**config.mk**
```make
export PLATFORM = sky130hd
export DESIGN_NAME = spi_reg_writer_flat
export DESIGN_NICKNAME = d
export VERILOG_FILES = /design/src/rtl/spi_reg_writer_if.sv /design/src/rtl/spi_reg_writer.sv /design/src/flat_wrapper.sv
export SDC_FILE = /design/constraint.sdc
export NUM_CORES = 1
export LEC_CHECK = 0
export CELL_PAD_IN_SITES_DETAIL_PLACEMENT = 0
export CELL_PAD_IN_SITES_GLOBAL_PLACEMENT = 2
export CORE_ASPECT_RATIO = 1.75
export CORE_MARGIN = 4
export CORE_UTILIZATION = 40
export DETAILED_ROUTE_END_ITERATION = 6
export DONT_BUFFER_PORTS = 1
export GPL_TIMING_DRIVEN = 0
export PLACE_DENSITY = 0.83
export SLEW_MARGIN = 10
export SYNTH_ARGS = -nofsm -noshare
export SYNTH_HDL_FRONTEND = slang
export SYNTH_SLANG_ARGS = --single-unit
```
**constraint.sdc**
```tcl
create_clock -name clk -period 2.1 [get_ports clk]
set_input_delay 0.21 -clock clk [delete_from_list [all_inputs] [get_ports clk]]
set_output_delay 0.21 -clock clk [all_outputs]
set_load 0.02 [all_outputs]
```
**src/rtl/spi_reg_writer_if.sv**
```systemverilog
// Host-side handshake and SPI pin bundle for the MFRC-522 register-write engine.
// The master modport belongs to the card-control FSM; the slave modport belongs to the writer.
interface spi_reg_writer_if #(
  parameter int LEN_W = 4
);
  logic             start;
  logic [7:0]       addr;
  logic [LEN_W-1:0] len;
  logic [7:0]       wdata;
  logic             wdata_valid;
  logic             byte_req;
  logic             busy;
  logic             done;
  logic             SCK;
  logic             MOSI;
  logic             SDA;

  modport master (
    output start, addr, len, wdata, wdata_valid,
    input  byte_req, busy, done, SCK, MOSI, SDA
  );

  modport slave (
    input  start, addr, len, wdata, wdata_valid,
    output byte_req, busy, done, SCK, MOSI, SDA
  );
endinterface

```
**src/rtl/spi_reg_writer.sv**
```systemverilog
// SPI master that writes an address byte followed by N data bytes to one MFRC-522
// register inside a single chip-select window, two clocks per bit, data fetched per byte.
module spi_reg_writer #(
  parameter int LEN_W = 4
) (
  input  logic            clk,
  input  logic            reset,
  spi_reg_writer_if.slave bus
);
  typedef enum logic [2:0] {
    S_IDLE,
    S_HI,
    S_LO,
    S_WAIT,
    S_END,
    S_FIN
  } state_t;

  state_t           state_q, state_d;
  logic [3:0]       bitcnt_q, bitcnt_d;
  logic [LEN_W-1:0] remain_q, remain_d;
  logic [7:0]       shift_q, shift_d;
  logic             sck_q, sck_d;
  logic             mosi_q, mosi_d;
  logic             sda_q, sda_d;
  logic             busy_q, busy_d;
  logic             done_q, done_d;
  logic             byte_req_q, byte_req_d;

  // Bit 7 clear marks a write; the MFRC-522 only decodes six address bits.
  logic [7:0] abyte;
  assign abyte = {1'b0, bus.addr[5:0], 1'b0};

  always_comb begin
    state_d    = state_q;
    bitcnt_d   = bitcnt_q;
    remain_d   = remain_q;
    shift_d    = shift_q;
    sck_d      = sck_q;
    mosi_d     = mosi_q;
    sda_d      = sda_q;
    busy_d     = busy_q;
    done_d     = 1'b0;
    byte_req_d = 1'b0;

    case (state_q)
      S_IDLE: begin
        if (bus.start) begin
          shift_d  = abyte;
          mosi_d   = abyte[7];
          remain_d = (bus.len == '0) ? LEN_W'(1) : bus.len;
          sda_d    = 1'b0;
          busy_d   = 1'b1;
          bitcnt_d = 4'd0;
          state_d  = S_HI;
        end
      end
      S_HI: begin
        sck_d    = 1'b1;
        bitcnt_d = bitcnt_q + 4'd1;
        state_d  = S_LO;
      end
      S_LO: begin
        sck_d = 1'b0;
        if (bitcnt_q < 4'd8) begin
          shift_d = {shift_q[6:0], 1'b0};
          mosi_d  = shift_q[6];
          state_d = S_HI;
        end else if (remain_q != '0) begin
          byte_req_d = 1'b1;
          bitcnt_d   = 4'd0;
          state_d    = S_WAIT;
        end else begin
          state_d = S_END;
        end
      end
      S_WAIT: begin
        // MOSI keeps the last bit and SCK stays low for as long as the host stalls.
        sck_d = 1'b0;
        sda_d = 1'b0;
        if (bus.wdata_valid) begin
          shift_d  = bus.wdata;
          mosi_d   = bus.wdata[7];
          remain_d = remain_q - LEN_W'(1);
          state_d  = S_HI;
        end
      end
      S_END: begin
        sda_d   = 1'b1;
        state_d = S_FIN;
      end
      S_FIN: begin
        done_d  = 1'b1;
        busy_d  = 1'b0;
        state_d = S_IDLE;
      end
      default: state_d = S_IDLE;
    endcase
  end

  always_ff @(posedge clk or negedge reset) begin
    if (!reset) begin
      state_q    <= S_IDLE;
      bitcnt_q   <= 4'd0;
      remain_q   <= '0;
      shift_q    <= 8'd0;
      sck_q      <= 1'b0;
      mosi_q     <= 1'b0;
      sda_q      <= 1'b1;
      busy_q     <= 1'b0;
      done_q     <= 1'b0;
      byte_req_q <= 1'b0;
    end else begin
      state_q    <= state_d;
      bitcnt_q   <= bitcnt_d;
      remain_q   <= remain_d;
      shift_q    <= shift_d;
      sck_q      <= sck_d;
      mosi_q     <= mosi_d;
      sda_q      <= sda_d;
      busy_q     <= busy_d;
      done_q     <= done_d;
      byte_req_q <= byte_req_d;
    end
  end

  assign bus.SCK      = sck_q;
  assign bus.MOSI     = mosi_q;
  assign bus.SDA      = sda_q;
  assign bus.busy     = busy_q;
  assign bus.done     = done_q;
  assign bus.byte_req = byte_req_q;

  // The top of the shift register is already mirrored in mosi_q.
  logic unused_bits;
  assign unused_bits = &{bus.addr[7:6], shift_q[7]};
endmodule
```
**src/flat_wrapper.sv**
```systemverilog
// flat-port wrapper written by rule: the top's interface ports become plain ports
module spi_reg_writer_flat 
#(
  parameter int LEN_W = 4
)
  (clk, reset, bus_start, bus_addr, bus_len, bus_wdata, bus_wdata_valid, bus_byte_req, bus_busy, bus_done, bus_SCK, bus_MOSI, bus_SDA);
  spi_reg_writer_if #(.LEN_W(LEN_W)) bus_i ();
  input  logic clk;
  input  logic reset;
  input wire logic [$bits(bus_i.start)-1:0] bus_start;
  input wire logic [$bits(bus_i.addr)-1:0] bus_addr;
  input wire logic [$bits(bus_i.len)-1:0] bus_len;
  input wire logic [$bits(bus_i.wdata)-1:0] bus_wdata;
  input wire logic [$bits(bus_i.wdata_valid)-1:0] bus_wdata_valid;
  output wire logic [$bits(bus_i.byte_req)-1:0] bus_byte_req;
  output wire logic [$bits(bus_i.busy)-1:0] bus_busy;
  output wire logic [$bits(bus_i.done)-1:0] bus_done;
  output wire logic [$bits(bus_i.SCK)-1:0] bus_SCK;
  output wire logic [$bits(bus_i.MOSI)-1:0] bus_MOSI;
  output wire logic [$bits(bus_i.SDA)-1:0] bus_SDA;
  assign bus_i.start = bus_start;
  assign bus_i.addr = bus_addr;
  assign bus_i.len = bus_len;
  assign bus_i.wdata = bus_wdata;
  assign bus_i.wdata_valid = bus_wdata_valid;
  assign bus_byte_req = bus_i.byte_req;
  assign bus_busy = bus_i.busy;
  assign bus_done = bus_i.done;
  assign bus_SCK = bus_i.SCK;
  assign bus_MOSI = bus_i.MOSI;
  assign bus_SDA = bus_i.SDA;
  spi_reg_writer #(.LEN_W(LEN_W)) u_core (.clk(clk), .reset(reset), .bus(bus_i));
endmodule
```
# Word level (Yosys, flattened, before mapping)
# Index checks and enable logic that the tools add are counted.
[word_totals]
out_inout_bits = 6
regBits = 24
[classes]
order_cmp = 1
muxes = 29
n_reduce_logical = 16
n_eq_ne = 10
n_addsub = 2
[ops]
columns = ["operator", "count"]
rows = [
  ["$mux 4", 6],
  ["$mux 7", 3],
  ["$pmux 7 s3", 1],
  ["$pmux 3 s5", 1],
  ["$mux 3", 4],
  ["$pmux 4 s3", 1],
  ["$reduce_bool 3->1", 3],
  ["$mux 1", 8],
  ["$pmux 4 s2", 1],
  ["$reduce_and 4->1", 2],
  ["$eq 3x2->1 const B", 2],
  ["$eq 3x3->1 const B", 2],
  ["$ne 2x2->1 const B", 3],
  ["$pmux 1 s3", 2],
  ["$reduce_and 2->1", 3],
  ["$reduce_bool 2->1", 3],
  ["$add 4x1->4 const B", 1],
  ["$logic_not 4->1", 1],
  ["$lt 4x4->1 const B", 1],
  ["$ne 2x1->1 const B", 2],
  ["$pmux 1 s2", 2],
  ["$reduce_bool 4->1", 1],
  ["$sub 4x1->4 const B", 1],
  ["$eq 3x1->1 const B", 1],
  ["3 further kinds", 3],
]

# Depth between registers and ports, before layout
[depth]
word_depth = 4
depth_mapped = 6
depth_no_buf = 5

# Worst setup path before layout
# OpenSTA, ideal clock, no wires.
[synth_path]
path_kind = "register -> register"
from = "register u_core.state_q[1]"
to = "register u_core.shift_q[1]"
synth_period_minus_slack_ps = 1542
stages_incl_launch_ff = 5
path_buffers = 1
setup_slack_ps = 558
required_ps = 1975
arrival_time_ps = 1417
path_cell_list = "dfrtp_1 nor2b_2 buf_6 mux2_4 mux2_4"
[synth_between]
elab_chain_len = 3
[synth_rtl]
columns = ["item", "line", "text"]
rows = [
  ["from (decl)", "spi_reg_writer.sv:19", "state_t state_q, state_d;"],
  ["from (signal assigned)", "spi_reg_writer.sv:114", "state_q <= state_d;"],
  ["$eq 3x2->1 or $logic_not 3->1 (tied branches)", "spi_reg_writer.sv:46", "case (state_q)"],
  ["$ne 2x1->1 (no source line) (tied with other cells)", "-", ""],
  ["$reduce_and 4->1 (no source line)", "-", ""],
  ["to (signal assigned)", "spi_reg_writer.sv:117", "shift_q <= shift_d;"],
  ["to (decl)", "spi_reg_writer.sv:22", "logic [7:0] shift_q, shift_d;"],
]
# Parallel ways exist; a longest one is shown, timed or not.
# A chain may end at the register's enable or synchronous reset.

# Worst setup path in the final report
[layout_path]
from = "register u_core.remain_q[0]"
to = "register u_core.bitcnt_q[2]"
[layout_between]
elab_chain_len = 3
[layout_rtl]
columns = ["item", "line", "text"]
rows = [
  ["from (decl)", "spi_reg_writer.sv:21", "logic [LEN_W-1:0] remain_q, remain_d;"],
  ["from (signal assigned)", "spi_reg_writer.sv:116", "remain_q <= remain_d;"],
  ["$reduce_bool 4->1", "spi_reg_writer.sv:69", "end else if (remain_q != '0) begin"],
  ["$ne 2x1->1 (no source line)", "-", ""],
  ["$reduce_and 4->1 (no source line)", "-", ""],
  ["to (signal assigned)", "spi_reg_writer.sv:115", "bitcnt_q <= bitcnt_d;"],
  ["to (decl)", "spi_reg_writer.sv:20", "logic [3:0] bitcnt_q, bitcnt_d;"],
]
# No other way between the ends.

==> results by group <==
Die
  – Die area: 4748 um^2
  – Die W: 53.83 um
  – IO Pins: 30
  – Core area: 3468 um^2
  – Initial Util: 42.39%
  – Die Ht: 88.20 um
  – Rows: 28

Worst setup path
  – Reg2Reg Depth: 5
  – CP Class: flip-flop to flip-flop
  – Worst r2r src: u_core.remain_q[0]$_DFFE_PN0P_
  – Critical Path RT: 2.29 ns
  – CP endpoint kind: flip-flop
  – Crit-path max FO: 6
  – Arr. time, crit path: 1.99 ns
  – Flop2flop setup slack: 0.30 ns
  – Startpoint types: flip-flop
  – R2r endpoint: u_core.bitcnt_q[2]$_DFFE_PN0P_

Synth
  – Post-synthesis cell count: 132
  – Yosys top cell area share: 39.15%
  – Avg Inst Size Synth: 11.14 um^2
  – Top FF cell, synth: dfrtp_1
  – Post-synth EDFFs: 0
  – Synth warn: 0
  – Area leader, netlist: dfrtp_1
  – Top area cells in the synthesized netlist: dfrtp_1 (39%), mux2_4 (14%), mux2_1 (4.6%)
  – Syn Std Cell Area: 1470 um^2
  – Distinct cell type count after synthesis: 42
  – FF+latch count, synth: 24
  – Sequential area share after synthesis: 40.94%
  – Top-count cell post-synth: dfrtp_1
  – Post-synth top cells: dfrtp_1 (23), mux2_4 (14), inv_1 (8), nor2_1 (8), o21ai_0 (7)
  – Asr flop ratio synth: 100.0%
  – Syn Nets: 158

STA
  – Clock skew: 0.008318 ns
  – Final Max Tran Viols: 0
  – Fin Setup TNS: 0 ns
  – Relative slew slack: 52.89%
  – FMAX: 0.5568 GHz
  – Min Tclk post-route: 1.796 ns
  – Setup repair after global routing missed its margin: no
  – Fin crit share: 85.52%
  – # setup viols final: 0
  – Hold Vio Cnt, Final: 0
  – Tightest Pin Transition: 0.7051 ns

Placement
  – Dpl cell area: 1526 um^2
  – Port bufs: 0
  – Detailed Place HPWL: 2363 um
  – Global placer's final weighted congestion: 0.7607

Finish
  – ANT cells: 0
  – Sequential Area: 601.8 um^2
  – Fraction of layout cells with a size suffix above 1: 22.46%
  – Multi-input logic area: 789.5 um^2
  – Area growth syn-to-layout: 9.617%
  – Design area: 1612 um^2
  – Fillers: 332
  – Final #Nets: 165

Hold path
  – Hold path cells: 3
  – Worst min-delay path class: primary input to flip-flop
  – Worst hold start: bus_wdata_valid
  – Hold endpoint: u_core.state_q[1]$_DFFE_PN0P_

Clock network
  – CTS Buf Count: 3
  – Root buffer cell: clkbuf_8
  – H-tree depth: 1
  – Hold Buf Count CTS: 2
  – Post-CTS setup buffers: 0
  – PostCTS Resize Cnt: 0
  – CTS sink cnt: 24
  – CTS tree: done
  – Clk Latency, worst-skew pair: 0.27 ns
  – Clock transition at path regs: 0.09 ns
  – Clk buf depth: 2

Global routing
  – Global-route wire length before repair: 5057 um
  – GRT Resource Usage Total: 14.21%
  – Antenna violations before repair: 0
  – Vias in the first global route: 1078
  – Largest net degree at the start of global routing: 25
  – Total grt overflow: 0

Drt
  – Drt via density: 5.661
  – Antenna-violating nets left: 0
  – Routed WL per cell: 17.01 um
  – DRC viols: 0
  – Iteration-0 DRC Markers: 26
  – Final wirelength: 3113 um
  – DRT Pass-1 Iters: 6
  – Via count: 1036

Run status
  – Status: finished, final reports clean

Power
  – Leak Pwr: 0.7213 nW
  – VDD IR max: 543.6 uV
  – Pwr dens: 1481 nW/um^2
  – Power after layout: 2.387 mW

Job
  – Maxcap violations: 0
-- metal layers --
| metal | vias to the layer above | GRT usage [%] | routed length [um] |
|---|---|---|---|
| met3 | 5 | 3.066 | 190 |
| met4 | 0 | 4.186 | 35 |
| li1 | 497 | - | - |
| met1 | 514 | 15.42 | 1281 |
| met5 | - | 0 | 0 |
| met2 | 20 | 26.27 | 1606 |
-- flip-flops by register name, indices dropped and copies added (netlist names) --
| register | flops |
|---|---|
| u_core.shift_q | 7 |
| u_core.bus.byte_req | 1 |
| u_core.bus.SDA | 1 |
| u_core.bus.SCK | 1 |
| u_core.remain_q | 4 |
| u_core.state_q | 3 |
| u_core.bus.done | 1 |
| u_core.bitcnt_q | 4 |
| u_core.bus.MOSI | 1 |
| u_core.bus.busy | 1 |
-- power breakdown --
part	total (mW)	switching [mW]	internal, mW
Combinational	1.24	0.576	0.661
Sequential	0.832	0.184	0.648
Clock	0.317	0.150	0.167
Total	2.39	0.911	1.48
-- worst max path at each step --
stage	startpoint	to	slack (ns)
floorplan	u_core.state_q[1]$_DFFE_PN0P_	u_core.shift_q[1]$_DFFE_PN0P_	0.56
global placement	u_core.remain_q[0]$_DFFE_PN0P_	u_core.state_q[0]$_DFFE_PN0P_	0.32
detailed placement	u_core.remain_q[0]$_DFFE_PN0P_	u_core.bitcnt_q[2]$_DFFE_PN0P_	0.31
CTS	u_core.remain_q[0]$_DFFE_PN0P_	u_core.bitcnt_q[2]$_DFFE_PN0P_	0.30
global route	u_core.remain_q[0]$_DFFE_PN0P_	u_core.bitcnt_q[1]$_DFFE_PN0P_	0.16
finish	u_core.remain_q[0]$_DFFE_PN0P_	u_core.bitcnt_q[2]$_DFFE_PN0P_	0.30
-- kinds of logic after synthesis --
logic type	after synthesis	synth area share, %
AND/OR/NAND/NOR	38	16.60
AO/OA/AOI/OAI	28	13.11
multiplexers	25	22.30
flip-flops	24	40.94
buffers and inverters	15	5.361
adder cells (fa/ha/maj)	2	1.702
-- worst max-delay path, cell delays in order (launching register included) --
cell and delay [ns]:
dfrtp_1 0.41, inv_1 0.11, ha_1 0.18, nor3b_1 0.60
o21ai_1 0.22, o211ai_1 0.21
-- layout by cell type, fill, tap and decap left out, types with 2 or more instances in the layout --
master,instances
mux2i_1,5
nand2b_1,4
clkbuf_8,4
o21ai_0,7
nor4_1,2
dfrtp_1,23
mux2_1,6
ha_1,2
and3_1,2
mux2_4,14
nor2b_1,3
nor2_1,8
nand2_1,3
o2bb2ai_1,2
o22ai_1,2
nor3_1,3
nand3_1,2
o211ai_1,3
a21oi_1,5
inv_1,8
a31oi_1,2
buf_2,3
buf_6,2
nor3b_1,2
-- per-stage QoR --
stage	utilization, %	instances	hold slack (ns)	setup WS [ns]
finish	46.46	183	0.1134	0.3040
global route	46.46	183	0.1341	0.1571
CTS	46.46	183	0.1160	0.3002
detailed placement	44.01	177	-0.08484	0.3137
global placement	44.01	177	-0.08489	0.3186
floorplan	-	132	-0.08559	0.5577
-- cell type report --
type                       instances  share of cell area (%)
clock buffer                       4                   3.416
sequential                        24                   37.34
timing repair buffer               2                   1.863
tap                               45                   3.494
multi-input combinational         93                   48.99
buffer                             6                   2.795
inverter                           9                   2.096
Power figures use the tool's default switching activity.
